$ cat src/rtl/alu_arb_pkg.sv
// Shared types and encodings for the two-requester shared-ALU arbiter.
// Holds the FSM states, ALU op-codes, NZVC bit indices and the latched-operation record.
package alu_arb_pkg;

  typedef enum logic [1:0] {
    IDLE = 2'd0,
    EXEC = 2'd1,
    RESP = 2'd2
  } state_e;

  localparam logic [2:0] OP_PASS = 3'b000;
  localparam logic [2:0] OP_ADD  = 3'b010;
  localparam logic [2:0] OP_SUB  = 3'b011;
  localparam logic [2:0] OP_AND  = 3'b100;
  localparam logic [2:0] OP_OR   = 3'b101;
  localparam logic [2:0] OP_XOR  = 3'b110;

  localparam int FLAG_N = 3;
  localparam int FLAG_Z = 2;
  localparam int FLAG_V = 1;
  localparam int FLAG_C = 0;

  typedef struct packed {
    logic [63:0] a;
    logic [63:0] b;
    logic [2:0]  op;
    logic        sf;
    logic        id;
  } op_t;

  function automatic logic op_legal(input logic [2:0] op);
    case (op)
      OP_PASS, OP_ADD, OP_SUB, OP_AND, OP_OR, OP_XOR: return 1'b1;
      default:                                         return 1'b0;
    endcase
  endfunction

endpackage

$ cat src/rtl/alu_arbiter_rr.sv
// Two-input round-robin grant: a lone requester wins outright, a tie goes to rr_ptr.
// Purely combinational, zero latency; no backpressure of its own.
module rr_arbiter2 (
  input  logic [1:0] req,
  input  logic       rr_ptr,
  output logic [1:0] gnt
);

  always_comb begin
    gnt = 2'b00;
    case (req)
      2'b01:   gnt = 2'b01;
      2'b10:   gnt = 2'b10;
      2'b11:   gnt = rr_ptr ? 2'b10 : 2'b01;
      default: gnt = 2'b00;
    endcase
  end

endmodule

$ cat src/rtl/alu_arbiter.sv
// Shares one ALU between EX and address-gen: accept, hold operands SETTLE_CYCLES, capture, respond.
// Response after SETTLE_CYCLES edges; rsp held until rsp_ready, and no accepts outside IDLE.
module alu_arbiter
  import alu_arb_pkg::*;
#(
  parameter int unsigned SETTLE_CYCLES = 1
) (
  input  logic             clk,
  input  logic             reset_n,
  input  logic [1:0]       req_valid,
  output logic [1:0]       req_ready,
  input  logic [1:0][63:0] req_a,
  input  logic [1:0][63:0] req_b,
  input  logic [1:0][2:0]  req_op,
  input  logic [1:0]       req_sf,
  output logic [63:0]      alu_a,
  output logic [63:0]      alu_b,
  output logic [2:0]       alu_cntrl,
  input  logic [63:0]      alu_result,
  input  logic [3:0]       alu_flags,
  output logic             rsp_valid,
  output logic             rsp_id,
  output logic [63:0]      rsp_result,
  input  logic             rsp_ready,
  output logic [3:0]       flags
);

  if (SETTLE_CYCLES < 1 || SETTLE_CYCLES > 15) begin : g_bad_settle
    $error("alu_arbiter: SETTLE_CYCLES must be in 1..15");
  end

  localparam logic [3:0] SETTLE_LD = 4'(SETTLE_CYCLES);

  state_e      state_q, state_d;
  logic        rr_ptr_q, rr_ptr_d;
  logic [3:0]  cnt_q, cnt_d;
  op_t         op_q, op_d;
  logic        rsp_valid_q, rsp_valid_d;
  logic [63:0] rsp_result_q, rsp_result_d;
  logic [3:0]  flags_q, flags_d;

  logic [1:0]  gnt;
  logic        gnt_id;
  logic        accept;

  rr_arbiter2 u_rr_arbiter2 (
    .req    (req_valid),
    .rr_ptr (rr_ptr_q),
    .gnt    (gnt)
  );

  assign gnt_id    = gnt[1];
  // Gating with reset_n keeps req_ready low while reset is still being applied.
  assign req_ready = (reset_n && state_q == IDLE) ? gnt : 2'b00;
  assign accept    = |(req_valid & req_ready);

  always_comb begin
    state_d      = state_q;
    rr_ptr_d     = rr_ptr_q;
    cnt_d        = cnt_q;
    op_d         = op_q;
    rsp_valid_d  = rsp_valid_q;
    rsp_result_d = rsp_result_q;
    flags_d      = flags_q;
    case (state_q)
      IDLE: begin
        if (accept) begin
          state_d  = EXEC;
          rr_ptr_d = ~gnt_id;
          cnt_d    = SETTLE_LD;
          op_d     = '{a: req_a[gnt_id], b: req_b[gnt_id], op: req_op[gnt_id],
                       sf: req_sf[gnt_id], id: gnt_id};
        end
      end
      EXEC: begin
        cnt_d = cnt_q - 4'd1;
        if (cnt_q == 4'd1) begin
          state_d      = RESP;
          rsp_valid_d  = 1'b1;
          // Illegal op-codes still respond, but with a zero result and no flag update.
          rsp_result_d = op_legal(op_q.op) ? alu_result : 64'd0;
          if (op_legal(op_q.op) && op_q.sf) begin
            flags_d = alu_flags;
          end
        end
      end
      RESP: begin
        if (rsp_ready) begin
          state_d     = IDLE;
          rsp_valid_d = 1'b0;
        end
      end
      default: state_d = IDLE;
    endcase
  end

  always_ff @(posedge clk) begin
    if (!reset_n) begin
      state_q      <= IDLE;
      rr_ptr_q     <= 1'b0;
      cnt_q        <= 4'd0;
      op_q         <= '0;
      rsp_valid_q  <= 1'b0;
      rsp_result_q <= 64'd0;
      flags_q      <= 4'd0;
    end else begin
      state_q      <= state_d;
      rr_ptr_q     <= rr_ptr_d;
      cnt_q        <= cnt_d;
      op_q         <= op_d;
      rsp_valid_q  <= rsp_valid_d;
      rsp_result_q <= rsp_result_d;
      flags_q      <= flags_d;
    end
  end

  assign alu_a      = op_q.a;
  assign alu_b      = op_q.b;
  assign alu_cntrl  = op_q.op;
  assign rsp_valid  = rsp_valid_q;
  assign rsp_id     = op_q.id;
  assign rsp_result = rsp_result_q;
  assign flags      = flags_q;

endmodule
$ cat config.mk
export PLATFORM = sky130hd
export DESIGN_NAME = alu_arbiter
export DESIGN_NICKNAME = d
export VERILOG_FILES = /design/src/rtl/alu_arb_pkg.sv /design/src/rtl/alu_arbiter_rr.sv /design/src/rtl/alu_arbiter.sv
export SDC_FILE = /design/constraint.sdc
export NUM_CORES = 1
export LEC_CHECK = 0
export CAP_MARGIN = 0
export CORE_AREA = 10 10 205 207
export CTS_CLUSTER_SIZE = 16
export DETAILED_ROUTE_END_ITERATION = 8
export DIE_AREA = 0 0 215 217
export PLACE_DENSITY = 0.65
export SYNTH_ARGS = -nofsm -noshare
export SYNTH_HDL_FRONTEND = slang
export SYNTH_SLANG_ARGS = --single-unit
$ cat constraint.sdc
create_clock -name clk -period 2.2 [get_ports clk]
set_input_delay 0.44 -clock clk [delete_from_list [all_inputs] [get_ports clk]]
set_output_delay 0.44 -clock clk [all_outputs]
set_load 0.1 [all_outputs]
# Word level (Yosys, flattened, before mapping)
# Index checks and enable logic that the tools add are counted.
dict set report totals {
  regBits 209
  latchBits 0
  ram_bits 0
  mem_bits_ro 0
  inputBits 337
  word_cells 67
  memories 0
}
dict set report op_classes {
  n_addsub 1
  mul 0
  div 0
  magnitude_cmp 1
  eq_ne 14
  shifts 0
  n_mux 24
  n_bitwise 2
  n_reduce_logical 14
}
# cell n
set op_table {}
lappend op_table {{64-bit two-way mux} 5}
lappend op_table {{2-bit one-hot mux with 3 select lines} 2}
lappend op_table {{2-bit two-way mux} 5}
lappend op_table {{3-bit == test, second input constant} 3}
lappend op_table {{3-bit AND reduction} 3}
lappend op_table {{4-bit one-hot mux with 2 select lines} 1}
lappend op_table {{1-bit two-way mux} 7}
lappend op_table {{2-bit == test, second input constant} 3}
lappend op_table {{3-bit by 2-bit == test with 1-bit output, second input constant} 2}
lappend op_table {{3-bit two-way mux} 2}
lappend op_table {{2-bit inequality test, second input constant} 3}
lappend op_table {{2-bit AND reduction} 3}
lappend op_table {{6-bit OR reduction} 1}
lappend op_table {{2-bit by 1-bit == test with 1-bit output, second input constant} 2}
lappend op_table {{4-bit by 1-bit == test with 1-bit output, second input constant} 1}
lappend op_table {{4-bit two-way mux} 1}
lappend op_table {{2-bit nonzero test} 2}
lappend op_table {{4-bit by 1-bit subtractor with 4-bit output, second input constant} 1}
lappend op_table {{3-bit zero test} 1}
lappend op_table {{2-bit bitwise AND} 1}
lappend op_table {{1-bit logical AND} 2}
lappend op_table {{2-bit zero test} 1}
lappend op_table {{1-bit by 2-bit < comparator with 1-bit output, second input constant} 1}
lappend op_table {{1-bit one-hot mux with 2 select lines} 1}
lappend op_table {{other kinds (2)} 2}

# Depth between registers and ports, before layout
dict set report logic_depth {
  ltp_word 7
  mapped_depth 8
  ltp_nobuf 6
}

# By module
# From an unflattened synthesis, not the netlist that was laid out.
dict set report hier_totals {
  hier_cells 1080
  hier_area_um2 10199.8
}
# module n_inst cells_each area_per_inst_um2 seq_area_each_um2
set by_module_without_submodules {}
lappend by_module_without_submodules {alu_arbiter 1 1077 10181.0 4184.0}
lappend by_module_without_submodules {rr_arbiter2 1 3 18.8 0.0}

# Least setup slack after synthesis
# No wires, ideal clock.
dict set report synth_timing {
  kind {input to output}
  from {input port reset_n}
  to {output port req_ready[1]}
  arrival_time_ns 1.560
  required_time_ns 1.760
  path_slack_ns 0.200
  stages 5
  n_path_buf 2
  cell_sequence {buf_2 > nor3b_4 > nand3_2 > inv_2 > buf_2}
}
dict set report synth_between {
  elab_chain_len 2
}
# element line
set synth_lines {}
lappend synth_lines {{start, declared} alu_arbiter.sv:9} ;# input logic reset_n,
lappend synth_lines {{1-bit logical AND} alu_arbiter.sv:54} ;# assign req_ready = (reset_n && state_q == IDLE) ? gnt : 2'b00;
lappend synth_lines {{2-bit two-way mux} alu_arbiter.sv:54}
lappend synth_lines {{end, declared} alu_arbiter.sv:11} ;# output logic [1:0] req_ready,
# No other way between the ends.

# Worst setup path in the final report
dict set report layout_timing {
  from {register state_q[0]}
  to {output port req_ready[1]}
}
dict set report layout_between {
  elab_chain_len 3
}
# element line
set layout_lines {}
lappend layout_lines {{start, declared} alu_arbiter.sv:34} ;# state_e state_q, state_d;
lappend layout_lines {{start signal, assigned} alu_arbiter.sv:107} ;# state_q <= state_d;
lappend layout_lines {{2-bit zero test} alu_arbiter.sv:54}
lappend layout_lines {{1-bit logical AND} alu_arbiter.sv:54}
lappend layout_lines {{2-bit two-way mux} alu_arbiter.sv:54}
# No other way between the ends.

==> results.ini <==
[sta]
slew_headroom=0.490
finClkSkew_ns=0.0202
slew_viol_final=0
hold_viol=0
grt_setup_unrepaired=no
timing.setup.tns_ns=0
fin_crit_sh=0.961
period_needed_ns=2.11
worst_slack_ns=0.0855
hold_slack_ns=0.408
finalSetupViolCount=0
tightest_slew_ns=0.764
fmax_mhz=473

[die]
dieArea_um2=46700
start_util=0.233
boundaryPins=540
rows=72
die_h_um=217
coreArea_um2=38100
die_w_um=215

[clock_tree]
clk_latency_ns=0.54
numCtsBuffers=25
h-tree-depth=1
clock-root-buffer=clkbuf_16
clock_sinks=209
clockBufferDepth=3
path_clk_slew_ns=0.06
cts_tree=yes

[route]
dr.pass1.iters=5
drtAntennaViolNets=0
vias=8778
first_iter_violations=460
totalWireLength_mm=37.3
vias_per_cell=4.40
wl_per_cell_um=18.7
post-route-drc-count=0

[setup_path]
required_ns=1.76
critPathKind=register to output pin
critical_path_buf_inv_count=3
cp_max_fo=7
reg2reg_from=cnt_q[1]$_SDFFE_PN0P_
slowest_delay_ns=0.36
critPathLaunch=state_q[0]$_SDFFE_PN0P_
end_kind=output pin
cp_slowest_cell=dfxtp_2
path_cells=nor3b_4 -> nand3_2 -> inv_2 -> buf_12 -> buf_12
critPathTopFamily=buffers and inverters
crit_top_cell=buf_12
cp.arrival_ns=1.67
worstSetupStartpointType=register

[grt]
use_met3=0.0566
grt_pass1_wl_mm=54.4
grt_pass1_vias=8865
grt_max_degree=180
busiest_layer=met2
grt_usage=0.147
gr-total-overflow=0
met1_usage=0.159
antenna_found_initial=4
met2_usage=0.257

[yosys]
synth-simple-area-share=0.187
avgSynthCellArea_um2=8.32
postSynthCellCount=1066
synth_warnings=0
yosysSeqAreaShare=0.472
syn-num-nets=1405
synthAdderAreaFrac=0.00282
synth_top_family_by_area=simple AND/OR/NAND/NOR gates
netlist_area_um2=8870
synth_seq_cells=209
synth_compound_area_frac=0.170
synthMuxAreaShare=0.00451
synth_xor_area_frac=0.00197
synthDistinctLibCells=33

[power_and_ir_drop]
power.total_mw=13.0
p_leak_nw=6.06
power_density_nw_per_um2=914
irDropWorstVdd_v=0.000472

[cells_and_area]
final_area_um2=14300
fill_cells=3886
area_delta_synth_final_pct=60.7
utilization=0.374
layout-drive-gt1-share=0.191
multi_input_area_um2=3270
layout.cells.non_filler=1994
final_nets=1794
seq_area_um2=4190

[place]
gp_congestion=0.844
placed_area_um2=13400
port_buffers=539
dp.cells=1944
hpwl_mm=28.7
pre_cts_slack_ns=0.171

[min_path]
hp-class=input port to register
min-delay-start=reset_n

[outcome]
outcome=finished clean

[job]
drv_cap=0

area by class of cell:
class / count / share of cell area
Antenna cell: 2 / 0.000351
Clock buffer: 38 / 0.0508
Clock inverter: 8 / 0.00676
Inverter: 8 / 0.00211
Multi-Input combinational cell: 642 / 0.229
Sequential cell: 209 / 0.294
Tap cell: 518 / 0.0455
Timing Repair Buffer: 569 / 0.372
Yosys cell counts:
cell      count  area, µm²
nand2_1     322       1210
dfxtp_1     209       4180
buf_4       138       1040
nor2_1       91        342
a22oi_1      90        676
o22ai_1      64        400
o221ai_1     42        368
buf_2        34        170
clkbuf_1     26       97.6
buf_6         9        101
inv_1         6       22.5
mux2i_1       4       40.0
a21oi_1       3       15.0
a31oi_1       3       18.8
ha_1          2       25.0
inv_2         2       7.51
nand2b_1      2       12.5
nand3_2       2       20.0
o21ai_0       2       10.0
xnor2_1       2       17.5
a211oi_1      1       7.51
and2_1        1       6.26
and3_1        1       6.26
nand2_2       1       6.26
nand3_1       1       5.00
nor2_2        1       6.26
nor3_1        1       5.00
nor3b_4       1       18.8
o21bai_1      1       7.51
o31ai_1       1       7.51
or2_1         1       6.26
or3b_1        1       8.76
or4_1         1       7.51
cell usage in the layout (no fill, tap or decap), types with 2 or more instances in the layout:
cell type	n
a21oi_1	2
a22oi_1	90
a31oi_1	3
buf_12	15
buf_4	219
bufinv_16	2
clkbuf_1	8
clkbuf_16	25
clkbuf_8	5
clkdlybuf4s50_1	335
clkinv_2	4
dfxtp_1	207
dfxtp_2	2
diode_2	2
ha_1	2
inv_1	6
inv_2	2
mux2i_1	4
nand2_1	322
nand2b_1	2
nand3_2	2
nor2_1	91
o21ai_0	2
o221ai_1	42
o22ai_1	64
xnor2_1	2
where the power goes:
group | total [mW] | switching [mW] | internal (mW)
Sequential | 4.34 | 0.208 | 4.14
Clock | 4.15 | 1.65 | 2.50
Combinational | 4.53 | 3.24 | 1.29
registers in the layout, indices dropped and copies added, names as in the netlist, 2 cells and up:
| name | cells |
|---|---|
| alu_b | 64 |
| rsp_result | 64 |
| cnt_q | 4 |
| alu_cntrl | 3 |
| state_q | 2 |
| alu_a | 64 |
| flags | 4 |
timing repair:
item                       in CTS  in global routing
setup endpoints to repair       2                  0
setup buffers                   2                  0
hold buffers                    0                  0
resized for setup               2                  0
per-layer routing:
layer	routed length (µm)	vias to the layer above	part of all wire
met1	14200	4048	0.38
met4	1150	2	0.031
met2	18300	396	0.49
li1	-	4273	-
met5	13	-	0.00035
met3	3650	59	0.098
worst paths after layout:
path	endpoint	slack, ns	cells after the start
hold / removal	cnt_q[3]$_SDFFE_PN0P_	0.41	5
setup reg to reg	rsp_result[5]$_SDFFE_PN0P_	0.39	6
setup / recovery	req_ready[1]	0.09	5
hold reg to reg	flags[1]$_SDFFE_PN0P_	0.46	2
logic make-up after synthesis:
family / Yosys count
compound gates: 207
mux: 4
buf+inv: 215
simple gates: 427
flops: 209
fa+ha+maj: 2
xor+xnor: 2
worst min-delay path: cells and delay by family:
family | cells | cell delay, ns
AO/OA/AOI/OAI | 2 | 0.11
buffers and inverters | 2 | 0.25
AND/OR/NAND/NOR | 1 | 0.07
No activity file was read; power rests on OpenSTA's default activity.
